## src/rtl/execute_stage.sv

```systemverilog
// Execute stage: ALU, single-cycle signed multiply and a 32-iteration restoring
// divider. All results land in the EX/MEM register on the falling clock edge.
module execute_stage (
  input  logic        clk,
  input  logic        rst,
  input  logic [4:0]  inWB,
  input  logic [1:0]  inMEM,
  input  logic [3:0]  inALUCtrl,
  input  logic        inALUSrc,
  input  logic        inRegDst,
  input  logic [31:0] inRegA,
  input  logic [31:0] inRegB,
  input  logic [31:0] inSignExtImm,
  input  logic [4:0]  inShamt,
  input  logic [4:0]  inRt,
  input  logic [4:0]  inRd,
  input  logic        stop_debug,
  output logic [4:0]  outWB,
  output logic [1:0]  outMEM,
  output logic [31:0] outALUResult,
  output logic        outALUZero,
  output logic [31:0] outRegB,
  output logic [4:0]  outRegF_wreg,
  output logic        outStall
);

  localparam logic [3:0] OpAnd  = 4'd0;
  localparam logic [3:0] OpOr   = 4'd1;
  localparam logic [3:0] OpAdd  = 4'd2;
  localparam logic [3:0] OpXor  = 4'd3;
  localparam logic [3:0] OpNor  = 4'd4;
  localparam logic [3:0] OpSltu = 4'd5;
  localparam logic [3:0] OpSub  = 4'd6;
  localparam logic [3:0] OpSlt  = 4'd7;
  localparam logic [3:0] OpSll  = 4'd8;
  localparam logic [3:0] OpSrl  = 4'd9;
  localparam logic [3:0] OpSra  = 4'd10;
  localparam logic [3:0] OpLui  = 4'd11;
  localparam logic [3:0] OpMult = 4'd12;
  localparam logic [3:0] OpDiv  = 4'd13;
  localparam logic [3:0] OpMfhi = 4'd14;
  localparam logic [3:0] OpMflo = 4'd15;

  typedef enum logic [1:0] {
    IDLE = 2'd0,
    BUSY = 2'd1,
    DONE = 2'd2
  } divState_t;

  divState_t   divState;
  logic [4:0]  divCount;
  logic [31:0] hiReg;
  logic [31:0] loReg;
  logic [31:0] divRem;
  logic [31:0] divQuo;
  logic [31:0] divisor;
  logic [31:0] divDividend;
  logic        divSignA;
  logic        divSignB;
  logic        divZero;

  logic [31:0] opB;
  logic        isDiv;
  logic [63:0] product;
  logic [31:0] absA;
  logic [31:0] absB;
  logic [32:0] remShift;
  logic [32:0] trial;
  logic        trialFits;
  logic [31:0] quoFixed;
  logic [31:0] remFixed;
  logic [31:0] divResultLo;
  logic [31:0] divResultHi;
  logic [31:0] aluResult;

  assign opB      = inALUSrc ? inSignExtImm : inRegB;
  assign isDiv    = (inALUCtrl == OpDiv);
  assign outStall = ((divState == IDLE) && isDiv) || (divState == BUSY);

  // Sign-extend to 64 bits first so the low 64 bits of the product are the signed result.
  assign product = $signed({{32{inRegA[31]}}, inRegA}) * $signed({{32{opB[31]}}, opB});

  assign absA = inRegA[31] ? -inRegA : inRegA;
  assign absB = opB[31] ? -opB : opB;

  // Restoring step: shift the next dividend bit in and subtract if it fits.
  assign remShift  = {divRem, divQuo[31]};
  assign trial     = remShift - {1'b0, divisor};
  assign trialFits = ~trial[32];

  assign quoFixed    = (divSignA ^ divSignB) ? -divQuo : divQuo;
  assign remFixed    = divSignA ? -divRem : divRem;
  assign divResultLo = divZero ? 32'hFFFF_FFFF : quoFixed;
  assign divResultHi = divZero ? divDividend : remFixed;

  always_comb begin
    aluResult = 32'd0;
    case (inALUCtrl)
      OpAnd:  aluResult = inRegA & opB;
      OpOr:   aluResult = inRegA | opB;
      OpAdd:  aluResult = inRegA + opB;
      OpXor:  aluResult = inRegA ^ opB;
      OpNor:  aluResult = ~(inRegA | opB);
      OpSltu: aluResult = {31'd0, (inRegA < opB)};
      OpSub:  aluResult = inRegA - opB;
      OpSlt:  aluResult = {31'd0, ($signed(inRegA) < $signed(opB))};
      OpSll:  aluResult = opB << inShamt;
      OpSrl:  aluResult = opB >> inShamt;
      OpSra:  aluResult = $signed(opB) >>> inShamt;
      OpLui:  aluResult = {opB[15:0], 16'h0000};
      OpMult: aluResult = product[31:0];
      OpDiv:  aluResult = divResultLo;
      OpMfhi: aluResult = hiReg;
      OpMflo: aluResult = loReg;
      default: aluResult = 32'd0;
    endcase
  end

  // Divider sequencing plus HI/LO ownership.
  always_ff @(negedge clk or negedge rst) begin
    if (!rst) begin
      divState    <= IDLE;
      divCount    <= 5'd0;
      hiReg       <= 32'd0;
      loReg       <= 32'd0;
      divRem      <= 32'd0;
      divQuo      <= 32'd0;
      divisor     <= 32'd0;
      divDividend <= 32'd0;
      divSignA    <= 1'b0;
      divSignB    <= 1'b0;
      divZero     <= 1'b0;
    end else if (!stop_debug) begin
      case (divState)
        IDLE: begin
          if (isDiv) begin
            divState    <= BUSY;
            divCount    <= 5'd0;
            divRem      <= 32'd0;
            divQuo      <= absA;
            divisor     <= absB;
            divDividend <= inRegA;
            divSignA    <= inRegA[31];
            divSignB    <= opB[31];
            divZero     <= (opB == 32'd0);
          end else if (inALUCtrl == OpMult) begin
            hiReg <= product[63:32];
            loReg <= product[31:0];
          end
        end
        BUSY: begin
          divRem   <= trialFits ? trial[31:0] : remShift[31:0];
          divQuo   <= {divQuo[30:0], trialFits};
          divCount <= divCount + 5'd1;
          if (divCount == 5'd31) begin
            divState <= DONE;
          end
        end
        DONE: begin
          hiReg    <= divResultHi;
          loReg    <= divResultLo;
          divState <= IDLE;
        end
        default: divState <= IDLE;
      endcase
    end
  end

  // EX/MEM pipeline register; a stalled edge loads an all-zero bubble.
  always_ff @(negedge clk or negedge rst) begin
    if (!rst) begin
      outWB        <= 5'd0;
      outMEM       <= 2'd0;
      outALUResult <= 32'd0;
      outALUZero   <= 1'b0;
      outRegB      <= 32'd0;
      outRegF_wreg <= 5'd0;
    end else if (!stop_debug) begin
      if (outStall) begin
        outWB        <= 5'd0;
        outMEM       <= 2'd0;
        outALUResult <= 32'd0;
        outALUZero   <= 1'b0;
        outRegB      <= 32'd0;
        outRegF_wreg <= 5'd0;
      end else begin
        outWB        <= inWB;
        outMEM       <= inMEM;
        outALUResult <= aluResult;
        outALUZero   <= (aluResult == 32'd0);
        outRegB      <= inRegB;
        outRegF_wreg <= inRegDst ? inRd : inRt;
      end
    end
  end

endmodule

```

## config.mk

```make
export PLATFORM = sky130hd
export DESIGN_NAME = execute_stage
export DESIGN_NICKNAME = d
export VERILOG_FILES = /design/src/rtl/execute_stage.sv
export SDC_FILE = /design/constraint.sdc
export NUM_CORES = 2
export LEC_CHECK = 0
export ABC_AREA = 1
export ABC_CLOCK_PERIOD_IN_PS = 2630
export CORE_MARGIN = 2
export CORE_UTILIZATION = 59
export DETAILED_ROUTE_END_ITERATION = 8
export PLACE_DENSITY = 0.8
export SYNTH_ARGS = -nofsm -noshare
export SYNTH_HDL_FRONTEND = slang
export SYNTH_SLANG_ARGS = --single-unit
```

## constraint.sdc

```tcl
create_clock -name clk -period 2.63 [get_ports clk]
set_input_delay 0.3945 -clock clk [delete_from_list [all_inputs] [get_ports clk]]
set_output_delay 0.3945 -clock clk [all_outputs]
set_load 0.03 [all_outputs]
```

==> results_dict.tcl, run 1 <==
set metrics [dict create \
    status "did not finish" \
    flow.stopped_at "global routing" \
    run.stop_error "[ERROR GRT-0116] Global routing finished with congestion. Check the congestion regions in the DRC Viewer." \
    num_io_pins 205 \
    yosysSeqAreaShare_pct 10.88 \
    hold_buffers_post_cts 0 \
    htree_num_levels 1 \
    synthTopCellsByCount "sky130_fd_sc_hd__nand2_1, sky130_fd_sc_hd__inv_1, sky130_fd_sc_hd__fa_1" \
    post_dp_cell_area_mm2 0.08122 \
    floorplan.die.width_um 333.2 \
    start_util_pct 59.63 \
    yosys_warnings 0 \
    netlist_instances 8859 \
    synth_top_area_cell "sky130_fd_sc_hd__fa_1" \
    synth_net_count 10390 \
    ys_seq_elements 278 \
    synth_most_common_cell "sky130_fd_sc_hd__nand2_1" \
    buffer_ports.inserted 204 \
    postSynth.asyncResetShare_pct 100.0 \
    placement_rows 120 \
    grt_max_degree 73 \
    syn-cell-area_mm2 0.06392 \
    tritoncts_num_sinks 278 \
    ys_top_cells_by_area "sky130_fd_sc_hd__fa_1, sky130_fd_sc_hd__nand2_1, sky130_fd_sc_hd__dfrtn_1" \
    routabilityCongestion 1.213 \
    die_height_um 333.2 \
    vias_in_the_first_global_route 86500 \
    max-clock-path-buffers 3 \
    grt.overflow.total 2 \
    distinct_cells_synth 68 \
    post-synth-top-area-fraction_pct 33.98 \
    yosys_most_used_dff "sky130_fd_sc_hd__dfrtn_1" \
    grt_usage_pct 74.99 \
    synth_enable_flop_cells 0 \
    cts-buffers-inserted 30 \
    wire_length_of_the_first_global_routing_pass_um 597800 \
    postSynthAreaPerCell_um2 7.215 \
    dp_hpwl_um 263500 \
    clock_tree.root_cell "sky130_fd_sc_hd__clkbuf_16" \
]
[kinds of logic after synthesis]
kind of cell,Yosys count,synth area share (%)
AOI/OAI and AO/OA,1067,9.182
and+or+nand+nor,3855,25.10
muxes,5,0.07830
buffers and inverters,2111,12.62
adders and majority gates,1404,40.22
xor gates and xnor gates,139,1.916
DFF,278,10.88
[metrics by stage]
| step | setup WS (ns) | instances | setup TNS, ns |
|---|---|---|---|
| global placement | -7.207 | 11800 | -913.99 |
| floorplan | -5.929 | 8859 | -597.00 |
| detailed placement | -7.240 | 11800 | -926.22 |
| CTS | -5.941 | 12070 | -720.12 |
[metal layers]
metal | track usage, % | overflow
met3 | 60.22 | 0
met1 | 74.37 | 0
met4 | 73.08 | 0
met5 | 42.99 | 0
met2 | 91.12 | 2
[timing repair]
| action | in CTS |
|---|---|
| setup buffers | 211 |
| setup endpoints to repair | 356 |
| gates resized for setup | 1136 |
| gates cloned | 13 |
| pin swaps | 429 |
==> inputs of run 2 (changes only) <==
- ABC_CLOCK_PERIOD_IN_PS: 2630 -> 3400
- CORE_UTILIZATION: 59 -> 40
- PLACE_DENSITY: 0.8 -> unset
- PLACE_DENSITY_LB_ADDON: unset -> 0.15
- clock period: 2.63 -> 3.4 ns (I/O delays scaled with it)
==> results_dict.tcl, run 2 <==
set metrics [dict create \
    status "complete, but fails checks" \
    failed_checks "setup timing" \
    total_via_count_after_detailed_routing 70430 \
    antenna_violating_nets_post_route 0 \
    hold_buffers_post_cts 0 \
    netlist_instances 8859 \
    grt_usage_pct 43.16 \
    critical_path.endpoint_type "flip-flop" \
    relSlewSlack_pct 20.87 \
    reg2reg_setup_slack_ns 0.02 \
    first_iter_violations 7205 \
    clock_tree.root_cell "sky130_fd_sc_hd__clkbuf_16" \
    clock_latency_ns 0.59 \
    critical_path_class "primary input to flip-flop" \
    yosys_most_used_dff "sky130_fd_sc_hd__dfrtn_1" \
    final_nets 12290 \
    buffer_ports.inserted 204 \
    cts-buffers-inserted 35 \
    area_of_the_multi_input_gates_mm2 0.05430 \
    drt-total-wl_um 356300 \
    synthTopCellsByCount "sky130_fd_sc_hd__nand2_1, sky130_fd_sc_hd__inv_1, sky130_fd_sc_hd__fa_1" \
    post_dp_cell_area_mm2 0.08285 \
    num_io_pins 205 \
    die_height_um 403.8 \
    crit_path_start_kind "primary input" \
    rsz_0062_raised_after_global_routing "true" \
    yosys_warnings 0 \
    max-clock-path-buffers 3 \
    slowest_cell_on_the_critical_path "sky130_fd_sc_hd__fa_2" \
    detail_route.vias_per_cell 5.474 \
    slowest_delay_ns 0.63 \
    setup_ws_ns -5.980 \
    report.final.setup_viol 339 \
    worstRegToRegCells 19 \
    clock_slew_at_reported_path_ffs_ns 0.04 \
    hp-start "outRegB[28]" \
    placement_rows 146 \
    worst_hold_path.num_cells 2 \
    timing.critical_path.required_ns 2.14 \
    finalHoldViolations 0 \
    avgRoutedWirePerCell_um 27.70 \
    timing_max_transition_violations_final 0 \
    crit_arrival_ns 8.12 \
    critical_path_peak_fanout 6 \
    detail_route.first_pass.iterations 8 \
    postSynthAreaPerCell_um2 7.215 \
    wire_length_of_the_first_global_routing_pass_um 502600 \
    drive_above_1_share_pct 30.98 \
    drv.max_cap_violation_count 0 \
    clock-skew-final_ns 0.01071 \
    fin_area_mm2 0.09281 \
    tritoncts "built" \
    r2r-end "divRem[19]" \
    grt.overflow.total 0 \
    vias_in_the_first_global_route 71340 \
    distinct_cells_synth 68 \
    final_common_cell "sky130_fd_sc_hd__nand2_1" \
    tightestPinTransition_ns 1.182 \
    grt_max_degree 55 \
    ys_top_cells_by_area "sky130_fd_sc_hd__fa_1, sky130_fd_sc_hd__nand2_1, sky130_fd_sc_hd__dfrtn_1" \
    post-route-drc-count 0 \
    yosysSeqAreaShare_pct 10.88 \
    ys_seq_elements 278 \
    synth_net_count 10390 \
    htree_num_levels 2 \
    antenna_found_initial 28 \
    timing.hold.worst.class "flip-flop to flip-flop" \
    start_util_pct 40.31 \
    synth_enable_flop_cells 0 \
    coreArea_mm2 0.1586 \
    post-synth-top-area-fraction_pct 33.98 \
    total_die_area_mm2 0.1630 \
    tritoncts_num_sinks 278 \
    synth_top_area_cell "sky130_fd_sc_hd__fa_1" \
    floorplan.die.width_um 403.8 \
    area.sequential_mm2 0.006957 \
    routabilityCongestion 1.073 \
    timing.hold.worst_endpoint "outRegB[28]" \
    growth_of_design_area_from_synthesis_to_finish_pct 45.20 \
    postSynth.asyncResetShare_pct 100.0 \
    syn-cell-area_mm2 0.06392 \
    dp_hpwl_um 299300 \
    synth_most_common_cell "sky130_fd_sc_hd__nand2_1" \
    fillers 14750 \
    worstReg2RegStart "divisor[0]" \
    most-common-layout-cells "sky130_fd_sc_hd__nand2_1, sky130_fd_sc_hd__buf_4, sky130_fd_sc_hd__inv_1, sky130_fd_sc_hd__fa_1, sky130_fd_sc_hd__nor2_1" \
]
[run 2: cell counts after synthesis]
No cell type changed its count.
[run 2: how the worst max path moves through the flow]
stage,endpoint,startpoint,slack (ns),cells past startpoint
floorplan,hiReg[31],inALUSrc,-5.66,36
global placement,hiReg[25],inRegB[17],-7.15,35
detailed placement,hiReg[25],inRegB[17],-7.16,35
CTS,hiReg[31],inALUSrc,-5.89,39
global route,outALUZero,inALUSrc,-6.14,44
finish,outALUZero,inALUSrc,-5.98,41
[run 2: logic make-up after synthesis]
family                     Yosys count  share of synthesized area (%)
muxes                                5                        0.07830
adders and majority gates         1404                          40.22
DFF                                278                          10.88
and+or+nand+nor                   3855                          25.10
buffers and inverters             2111                          12.62
AOI/OAI and AO/OA                 1067                          9.182
xor gates and xnor gates           139                          1.916
[run 2: through the flow]
step,hold slack [ns],worst slack [ns],cells,setup TNS [ns],utilization (%)
4_1_cts,0.4315,-5.893,12760,-712.48,56.48
3_3_place_gp,0.4214,-7.146,12500,-898.02,52.25
3_5_place_dp,0.4300,-7.163,12500,-899.39,52.25
6_report,0.4273,-5.980,12870,-719.73,58.53
5_1_grt,0.4475,-6.140,12860,-750.14,58.52
2_1_floorplan,0.4084,-5.659,8859,-522.53,-
[run 2: repair_timing]
item                                     CTS  global route
cloned                                     5             1
setup buffers                            214           125
endpoints found under the setup margin   350           353
pin swaps                                347           458
resized for setup                       1098           648
[run 2: critical path: cells and delay by family]
kind / cells / cell delay [ns]
adders and majority gates: 9 / 4.46
AOI/OAI and AO/OA: 1 / 0.16
and+or+nand+nor: 19 / 1.43
buffers and inverters: 12 / 1.47
[run 2: cell type report]
cell class,count,area share [%]
tap,2072,2.793
timing repair buffer,2286,22.75
antenna,10,0.02696
inverter,1688,7.104
sequential,278,7.495
clock inverter,17,0.2791
clock buffer,45,1.038
multi-input combinational,6470,58.51
[run 2: metal layers]
layer,up-vias,track usage [%],wire (um)
li1,30970,-,-
met1,34910,54.83,137400
met2,3500,65.67,152700
met3,1036,9.753,34750
met4,12,29.14,31410
met5,-,0,80
Power of run 2 is not shown: default switching activity piles up to over one toggle a cycle in this logic, so the estimate is an artifact.
